[config.mk]
export PLATFORM = sky130hd
export DESIGN_NAME = tone_detector
export DESIGN_NICKNAME = d
export VERILOG_FILES = /design/src/rtl/tone_pkg.sv /design/src/rtl/period_classifier.sv /design/src/rtl/tone_detector.sv
export SDC_FILE = /design/constraint.sdc
export NUM_CORES = 1
export LEC_CHECK = 0
export CAP_MARGIN = 20
export CORE_MARGIN = 2
export CORE_UTILIZATION = 58
export CTS_CLUSTER_SIZE = 12
export DETAILED_ROUTE_END_ITERATION = 12
export GPL_TIMING_DRIVEN = 0
export PLACE_DENSITY_LB_ADDON = 0.05
export SLEW_MARGIN = 20
export SYNTH_ARGS = -nofsm -noshare
export SYNTH_HDL_FRONTEND = slang
export SYNTH_HIERARCHICAL = 1
export SYNTH_SLANG_ARGS = --single-unit
[constraint.sdc]
create_clock -name clk -period 4.58 [get_ports clk]
set_input_delay 0.916 -clock clk [delete_from_list [all_inputs] [get_ports clk]]
set_output_delay 0.916 -clock clk [all_outputs]
set_load 0.02 [all_outputs]
[src/rtl/tone_pkg.sv]
// tone_pkg: note classes, FSM states, window bounds and nominal periods for the tone detector.
package tone_pkg;
  typedef enum logic [2:0] {N_C, N_D, N_E, N_F, N_G, N_A, N_B} note_e;
  typedef enum logic [1:0] {IDLE, MEASURE, LOCKED} state_e;
  localparam int PW = 19;
  // contiguous half-open windows: each class spans [its LO, next-lower class LO)
  localparam logic [PW-1:0] C_HI = 19'd400000;
  localparam logic [PW-1:0] C_LO = 19'd361374;
  localparam logic [PW-1:0] D_LO = 19'd321950;
  localparam logic [PW-1:0] E_LO = 19'd294857;
  localparam logic [PW-1:0] F_LO = 19'd270723;
  localparam logic [PW-1:0] G_LO = 19'd241187;
  localparam logic [PW-1:0] A_LO = 19'd214875;
  localparam logic [PW-1:0] B_LO = 19'd190000;
  localparam int P_C = 382219;
  localparam int P_D = 340530;
  localparam int P_E = 303370;
  localparam int P_F = 286344;
  localparam int P_G = 255102;
  localparam int P_A = 227273;
  localparam int P_B = 202478;
  function automatic logic [6:0] onehot(input note_e n);
    return 7'b1 << n;
  endfunction
endpackage

[src/rtl/period_classifier.sv]
// period_classifier: maps a measured period onto a note class plus a matched flag.
module period_classifier
  import tone_pkg::*;
(
  input  logic [PW-1:0] i_p,
  output note_e         o_cls,
  output logic          o_matched
);
  always_comb begin
    o_matched = i_p >= B_LO && i_p < C_HI;
    o_cls = i_p >= C_LO ? N_C :
            i_p >= D_LO ? N_D :
            i_p >= E_LO ? N_E :
            i_p >= F_LO ? N_F :
            i_p >= G_LO ? N_G :
            i_p >= A_LO ? N_A : N_B;
  end
endmodule

[src/rtl/tone_detector.sv]
// tone_detector: measures the period of a square wave and locks a one-hot note
// after LOCK_CNT consecutive periods of the same class.
module tone_detector
  import tone_pkg::*;
#(
  parameter int TIMEOUT  = 400000,
  parameter int LOCK_CNT = 3
) (
  input  logic          clk,
  input  logic          rst_n,
  input  logic          enable,
  input  logic          tone_in,
  output logic [6:0]    note,
  output logic          valid,
  output logic [PW-1:0] period
);
  localparam logic [PW-1:0] TMO = PW'(TIMEOUT);
  logic [2:0] r_sync;
  logic [PW-1:0] r_cnt, r_period, w_period_nx, w_p;
  logic [6:0] r_note, w_note_nx;
  logic [7:0] r_cand_cnt, w_cand_cnt_nx, w_run;
  logic r_valid, w_edge, w_timeout, w_matched, w_same, w_lock, w_kill, w_upd;
  state_e r_state, w_state_nx;
  note_e r_cand, w_cand_nx, w_cls;

  period_classifier u_cls (.i_p(w_p), .o_cls(w_cls), .o_matched(w_matched));

  assign w_edge    = r_sync[1] & ~r_sync[2];
  // an edge landing on the timeout cycle wins and is measured as p = TIMEOUT
  assign w_timeout = !w_edge && r_cnt == TMO - 1'b1;
  assign w_p       = r_cnt == TMO ? TMO : r_cnt + 1'b1;
  assign w_same    = r_note == onehot(w_cls);
  assign w_run     = (r_cand_cnt != 8'd0 && r_cand == w_cls) ? r_cand_cnt + 8'd1 : 8'd1;
  assign w_lock    = w_run >= 8'(LOCK_CNT);
  assign w_kill    = !enable || (w_timeout && r_state != IDLE);
  assign w_upd     = w_edge && r_state != IDLE && w_matched && (w_same || w_lock);
  assign note      = r_note;
  assign valid     = r_valid;
  assign period    = r_period;

  always_ff @(posedge clk or negedge rst_n) begin
    if (!rst_n) begin
      r_sync     <= '0;
      r_cnt      <= '0;
      r_state    <= IDLE;
      r_cand     <= N_C;
      r_cand_cnt <= '0;
      r_note     <= '0;
      r_valid    <= 1'b0;
      r_period   <= '0;
    end else begin
      r_sync     <= {r_sync[1:0], tone_in};
      r_cnt      <= (!enable || w_edge) ? '0 : r_cnt == TMO ? r_cnt : r_cnt + 1'b1;
      r_state    <= w_state_nx;
      r_cand     <= w_cand_nx;
      r_cand_cnt <= w_cand_cnt_nx;
      r_note     <= w_note_nx;
      r_valid    <= |w_note_nx;
      r_period   <= w_period_nx;
    end
  end

  always_comb begin
    w_state_nx    = r_state;
    w_cand_nx     = r_cand;
    w_cand_cnt_nx = r_cand_cnt;
    if (w_kill) begin
      w_state_nx    = IDLE;
      w_cand_cnt_nx = '0;
    end else if (w_edge) begin
      if (r_state == IDLE) w_state_nx = MEASURE;
      else if (!w_matched) begin
        w_state_nx    = MEASURE;
        w_cand_cnt_nx = '0;
      end else if (w_same) w_cand_cnt_nx = '0;
      else if (w_lock) begin
        w_state_nx    = LOCKED;
        w_cand_cnt_nx = '0;
      end else begin
        w_cand_nx     = w_cls;
        w_cand_cnt_nx = w_run;
      end
    end
  end

  always_comb begin
    w_note_nx   = r_note;
    w_period_nx = r_period;
    if (w_kill) begin
      w_note_nx   = '0;
      w_period_nx = '0;
    end else if (w_edge && r_state != IDLE && !w_matched) w_note_nx = '0;
    else if (w_upd) begin
      w_note_nx   = onehot(w_cls);
      w_period_nx = w_p;
    end
  end
endmodule

==> results.md, run 1 <==
- Warnings from Yosys: 6
- Dpl cell area: 4090 um^2
- Via density: 5.96
- Finished Layout Cells: approximately 510
- Post-route ant nets: 0
- Post-Syn Instances: around 380
- Multiplexer share of the synthesized area: 3.13%
- Yosys top cell area share: a little over two fifths
- Synth-to-Final Area Change: 26.0%
- H-tree levels: 3
- Slew HR: a little over two thirds
- Crit. End Element: register
- Worst Path Arrival: 4.72 ns
- GP Congestion: 0.871
- Most frequent cells after synthesis: 62 x dfrtp_1, 33 x nor2_1, 31 x nand2_1, 23 x inv_1, 17 x nand3_1
- Root Buffer: clkbuf_8
- Worst Tran Pin Value: ~0.45 ns
- Unique masters post-synth: 78
- PortBufs: 30
- Post-synth EDFFs: 0
- Total Power: 0.00104 W
- Global Route met3 Usage: about 3.9%
- Total congestion overflow: 0
- Setup CP Type: register to register
- DR WL/cell: 17.1 um
- Number of global-route vias before repair: between 2000 and 3000
- Initial Util: 61.0%
- Register area share after synthesis: a little over two fifths
- Die span in y: 83.6 um
- Clock sinks: 62
- Clock period minus worst slack: 4.46 ns
- Slew Limit Fails: 0
- Share of layout cells above drive strength 1: 26.3%
- FF-to-FF setup slack: 0.12 ns
- Clk buf depth: 2
- Reg2reg end: note[3]$_DFF_PN0_
- Initial DRT Pass Iterations: 4
- Setup Viol. Count Final: 0
- I/O pins: 31
- Async S/R FF share, synth: 100%
- Synth Area in Compound Gates: 18.2%
- Synthesized area: 3670 um^2
- Worst VDD drop: around 0.00016 V
- Largest family of logic cells by synthesized area: simple AND/OR/NAND/NOR gates
- Largest net degree at the start of global routing: 41
- Drt total wl: 8760 um
- Clock-pin slew on the worst setup and hold paths: 0.07 ns
- DRC violations left: 0
- Hpwl dp: 5760 um
- Post-Synth Adder-Cell Area: 1.36%
- Ys flop type: dfrtp_1
- Num CTS Buffers: 9
- PwrDens: 224 nW/um^2
- Post-synthesis xor/xnor area fraction: 5.01%
- R2R depth: 18
- GRT met2 Usage: 43.4%
- Reg-to-Reg Start: r_cnt[13]$_DFFE_PN0P_
- Post-route cell area: 4630 um^2
- Worst Path Max Fanout: 8
- Worst setup SP type: register
- Layout fillers: around 420
- CTS Hold Buffers Added: 0
- WHS: 0.353 ns
- Die ar.: roughly 7000 um^2
- CTS tree: yes
- Period utilization: 97.3%
- Most frequent cell after synthesis: dfrtp_1
- Starting DRT DRC Count: 149
- Placed Cells: between 400 and 500
- Clock latency at the later pin of the worst-skew pair: around 0.35 ns
- Leakage Power: 1.98 nW
- Achievable Freq: 224 MHz
- Layout Utilization: 76.8%
- Final hold viol count: 0
- Avg Cell Area, Syn: 9.80 um^2
- CP Data Required Time: 4.84 ns
- Area leader, netlist: dfrtp_1
- GRT Total Usage: 25.1%
- Die W: 83.6 um
- Setup crit end: note[3]$_DFF_PN0_
- DR vias: 3060
- Net count, final: 441
- Critical Path Source: r_cnt[13]$_DFFE_PN0P_
- # rows: 28
- Ant. Diodes: 0
- Hold/Removal Path Class: register to register
- Peak-usage layer in the global routing report: met2
- Initial antenna violation count: 0
- Run status: finished clean
- Synth Area in Simple Gates: about a quarter
- Register area: 1550 um^2
- Seq cells post-synth: 62
- First-pass GRT wire length: 14100 um
- Synth Net Count: between 300 and 400
- Synth top area cells: dfrtp_1 42%, o2bb2ai_2 4.1%, nor2_1 3.4%
- Fin Clk Skew: 0.00990 ns
- Max Cap Violations: 0
- GR Layer Usage met1: a little under a third
- Core area: 6030 um^2
- Area of the multi-input gates: between 2000 and 2500 um^2
-- layout make-up --
class / count / share of cell area, %
repair buffers: 52 / 10.5
well taps: 75 / 2.03
clock inverters: 4 / 0.486
inverters: 25 / 2.03
multi-input cells: 272 / 46.6
clock buffers: 12 / 3.14
flip-flops and latches: 62 / 33.6
plain buffers: 11 / 1.68
-- sequential cells by signal, summed over array words and instances, names as in the netlist --
name        flops
r_cand          3
note            7
r_state         2
r_cnt          19
valid           1
period         19
r_sync          3
r_cand_cnt      8
-- routing by layer --
layer  wire (um)  up-vias
li1            -     1465
met1        3870     1496
met2        4380       77
met3         324       22
met4         181        0
met5           0        -
-- what timing repair did --
item                                    4_1_cts  5_1_grt
gates cloned                                  0        1
pin swaps                                     5       19
endpoints found under the setup margin       34       34
buffers inserted                              5       15
resized for setup                            14       34
-- cells in the final DEF (no fill, tap or decap), drive strengths merged, types with 4 or more instances in the layout --
cell,count
dfrtp,62
nor2,35
nand2,32
clkdlybuf4s50,29
buf,29
inv,25
nand3,19
o2bb2ai,18
clkbuf,17
nor3,15
a21oi,12
xor2,11
xnor2,10
and3,9
nor2b,9
o21ai,8
mux2i,7
nand2b,7
or3,4
ha,4
a211oi,4
o22ai,4
or4,4
-- kinds of logic after synthesis --
logic type,count (synthesis)
xor+xnor,21
fa+ha+maj,4
compound gates,75
flops,62
simple gates,162
buf+inv,41
mux,10
-- worst min-delay path by stage --
stage,from,end,cells past startpoint
6_report,r_sync[0]$_DFF_PN0_,r_sync[1]$_DFF_PN0_,0
3_3_place_gp,r_sync[0]$_DFF_PN0_,r_sync[1]$_DFF_PN0_,0
5_1_grt,r_sync[0]$_DFF_PN0_,r_sync[1]$_DFF_PN0_,0
3_5_place_dp,r_sync[0]$_DFF_PN0_,r_sync[1]$_DFF_PN0_,0
2_1_floorplan,r_sync[0]$_DFF_PN0_,r_sync[1]$_DFF_PN0_,0
4_1_cts,r_sync[0]$_DFF_PN0_,r_sync[1]$_DFF_PN0_,0
-- power by group --
part           switching (W)  internal, W  leakage (nW)
Combinational      0.0000407    0.0000231          1.04
Sequential        0.00000399     0.000551         0.854
Clock               0.000210     0.000208        0.0861
-- metrics by stage --
step	setup TNS [ns]	setup WS [ns]
CTS	0	0.0164
detailed placement	-12.94	-0.537
global placement	-12.08	-0.479
finish	0	0.123
floorplan	0	0.329
global route	-0.000438	-0.000438
-- critical path: stages, from the launching register on --
cell      delay (ns)
dfrtp_1         0.42
or4b_4          0.57
nor4_4          0.22
and3_4          0.28
nand2b_4        0.15
inv_2           0.06
or3_1           0.32
nor3_2          0.23
a221oi_1        0.11
o211ai_1        0.28
a32oi_4         0.11
buf_6           0.18
clkbuf_2        0.14
nor3b_1         0.26
nand3_1         0.22
a21o_4          0.30
a21oi_4         0.17
buf_12          0.15
mux2i_2         0.21
(Power assumes the default switching activity.)
==> run 2: changes to the inputs <==
Settings changed: MAX_ROUTING_LAYER from default to met4.
==> results.md, run 2 (same netlist as run 1, synthesis figures left out) <==
- Run status: finished clean
- CTS tree: yes
- Drt total wl: 8350 um (-4.7%)
- Die span in y: 83.6 um (unchanged)
- GR Layer Usage met1: 32.8% (+1.5 points)
- Global Route met3 Usage: 4.35% (+0.49 points)
- GRT Total Usage: 25.9% (+0.86 points)
- DR WL/cell: 16.4 um (-4.2%)
- Via density: 5.95 (-0.20%)
- Reg2reg end: r_state[0]$_DFFE_PN0P_
- Die W: 83.6 um (unchanged)
- Worst Path Max Fanout: 6 (-2)
- DRC violations left: 0 (unchanged)
- H-tree levels: 3 (unchanged)
- # rows: 28 (unchanged)
- Root Buffer: clkbuf_8
- Setup Viol. Count Final: 0 (unchanged)
- Clock-pin slew on the worst setup and hold paths: 0.07 ns (about the same)
- Achievable Freq: 228 MHz (+1.7%)
- Clk buf depth: 2 (unchanged)
- Finished Layout Cells: 510 (-0.58%)
- FF-to-FF setup slack: 0.20 ns (+0.07 ns)
- Clock sinks: 62 (unchanged)
- Initial Util: 61.0% (unchanged)
- HP Start: r_sync[0]$_DFF_PN0_
- Largest net degree at the start of global routing: 42 (+2.4%)
- CP Data Required Time: 4.81 ns (-0.03 ns)
- Worst VDD drop: 0.000245 V (+49%)
- First-pass GRT wire length: 14200 um (+0.68%)
- CTS Hold Buffers Added: 0 (unchanged)
- Placed Cells: 481 (unchanged)
- Peak-usage layer in the global routing report: met2
- Worst Hold Depth: 0 (unchanged)
- Crit. End Element: register
- R2R depth: 17 (-1)
- PwrDens: 238 nW/um^2 (+6.2%)
- Share of layout cells above drive strength 1: 25.5% (-0.74 points)
- Hpwl dp: 5790 um (+0.68%)
- Total congestion overflow: 0 (unchanged)
- WHS Endpoint: r_sync[1]$_DFF_PN0_
- Reg-to-Reg Start: r_cnt[8]$_DFFE_PN0P_
- Core area: 6030 um^2 (unchanged)
- Synth-to-Final Area Change: 26.0% (about the same)
- Dpl cell area: 4090 um^2 (unchanged)
- Hold/Removal Path Class: register to register
- Final hold viol count: 0 (unchanged)
- I/O pins: 31 (unchanged)
- Slew HR: 68.6% (-1.5 points)
- Initial antenna violation count: 0 (unchanged)
- Clock latency at the later pin of the worst-skew pair: 0.34 ns (about the same)
- GRT met2 Usage: 42.0% (-1.4 points)
- Number of global-route vias before repair: 2973 (-0.37%)
- Commonest non-fill, non-tap cell in the layout: dfrtp_1
- Critical path's most frequent cell: buf_4
- Worst Tran Pin Value: 0.470 ns (+0.0204 ns)
- Period utilization: 95.7% (-1.6 points)
- Net count, final: 438 (-0.68%)
- Num CTS Buffers: 9 (unchanged)
- Worst path max stage delay: 0.56 ns (about the same)
- Initial DRT Pass Iterations: 4 (unchanged)
- CP cell instances: or4b_4, nor4_4, and3_4, nand2b_4, inv_2, a2111o_1, a21o_1, a31oi_1, o211ai_1, a32oi_2, buf_4, xnor2_1, nand3_2, or2_1, buf_4, or3_1, a31o_1
- Fin Clk Skew: 0.0127 ns (+0.00282 ns)
- Leakage Power: 1.98 nW (about the same)
- Die ar.: 6990 um^2 (unchanged)
- Buf/Inv on CP: 3 (-1)
- PortBufs: 30 (unchanged)
- Clock period minus worst slack: 4.38 ns (-0.0726 ns)
- Slew Limit Fails: 0 (unchanged)
- Starting DRT DRC Count: 151 (+1.3%)
- GP Congestion: 0.886 (+1.7%)
- Worst Path Arrival: 4.62 ns (-0.10 ns)
- Post-route ant nets: 0 (unchanged)
- WHS: 0.348 ns (-0.00497 ns)
- Post-route cell area: 4630 um^2 (about the same)
- Highest-count cells in the layout ignoring fill and taps: 58 x dfrtp_1, 32 x nor2_1, 30 x nand2_1
- Max Cap Violations: 0 (unchanged)
- Ant. Diodes: 0 (unchanged)
- Setup CP Type: register to register
- Slowest CP cell: or4b_4
- Top delay family on crit path: simple AND/OR/NAND/NOR gates
- DR vias: 3036 (-0.78%)
- Worst setup SP type: register
==> run 2: cell count changes in the layout (fill, tap and decap cells not counted), sizes merged <==
cell / change
clkinvlp: -1
bufinv: +1
buf: -3
==> run 2: timing repair <==
action	CTS	global route
resized for setup	16	30
buffers inserted	7	10
setup endpoints to repair	34	34
pin swaps	7	12
==> run 2: worst register-to-register path, cell delays in order, from the launching register on <==
cell,delay [ns]
dfrtp_1,0.40
or4b_4,0.56
nor4_4,0.21
and3_4,0.28
nand2b_4,0.14
inv_2,0.06
a2111o_1,0.39
a21o_1,0.21
a31oi_1,0.16
o211ai_1,0.13
a32oi_2,0.29
buf_4,0.19
xnor2_1,0.14
nand3_2,0.12
or2_1,0.24
buf_4,0.16
or3_1,0.38
a31o_1,0.22
==> run 2: routing by layer <==
| layer | vias up | share of wire [%] |
|---|---|---|
| li1 | 1461 | - |
| met1 | 1479 | 45 |
| met2 | 78 | 49 |
| met3 | 18 | 3.9 |
| met4 | 0 | 2.2 |
| met5 | - | 0 |
==> run 2: through the flow <==
stage	utilization [%]	worst slack (ns)	TNS (ns)	power [W]
floorplan	-	0.329	0	0.000595
global placement	67.5	-0.491	-12.43	0.000617
detailed placement	67.8	-0.606	-14.98	0.000619
CTS	73.3	0.0297	0	0.00110
global route	76.8	-0.00970	-0.0127	0.00113
finish	76.8	0.196	0	0.00110
==> run 2: report_power, final <==
group	switching [W]	internal [W]
Combinational	0.0000385	0.0000201
Clock	0.000209	0.000278
Sequential	0.00000414	0.000552
==> run 2: final cells by class <==
type	count	area, um^2
inverter	25	93.8
clock inverter	4	45.0
clock buffer	12	155
fill	404	1400
multi-input combinational	272	2140
tap	75	93.8
sequential	62	1560
buffer	12	81.3
timing repair buffer	48	462
==> run 2: worst max path at each step <==
| stage | startpoint | to | slack, ns | cells after the start |
|---|---|---|---|---|
| 2_1_floorplan | r_cnt[8]$_DFFE_PN0P_ | r_state[0]$_DFFE_PN0P_ | 0.33 | 18 |
| 3_3_place_gp | r_cnt[8]$_DFFE_PN0P_ | period[17]$_DFFE_PN0P_ | -0.49 | 19 |
| 3_5_place_dp | r_cnt[0]$_DFFE_PN0P_ | period[14]$_DFFE_PN0P_ | -0.61 | 19 |
| 4_1_cts | r_cnt[8]$_DFFE_PN0P_ | period[0]$_DFFE_PN0P_ | 0.03 | 17 |
| 5_1_grt | r_cnt[8]$_DFFE_PN0P_ | r_state[0]$_DFFE_PN0P_ | -0.01 | 17 |
| 6_report | r_cnt[8]$_DFFE_PN0P_ | r_state[0]$_DFFE_PN0P_ | 0.20 | 17 |
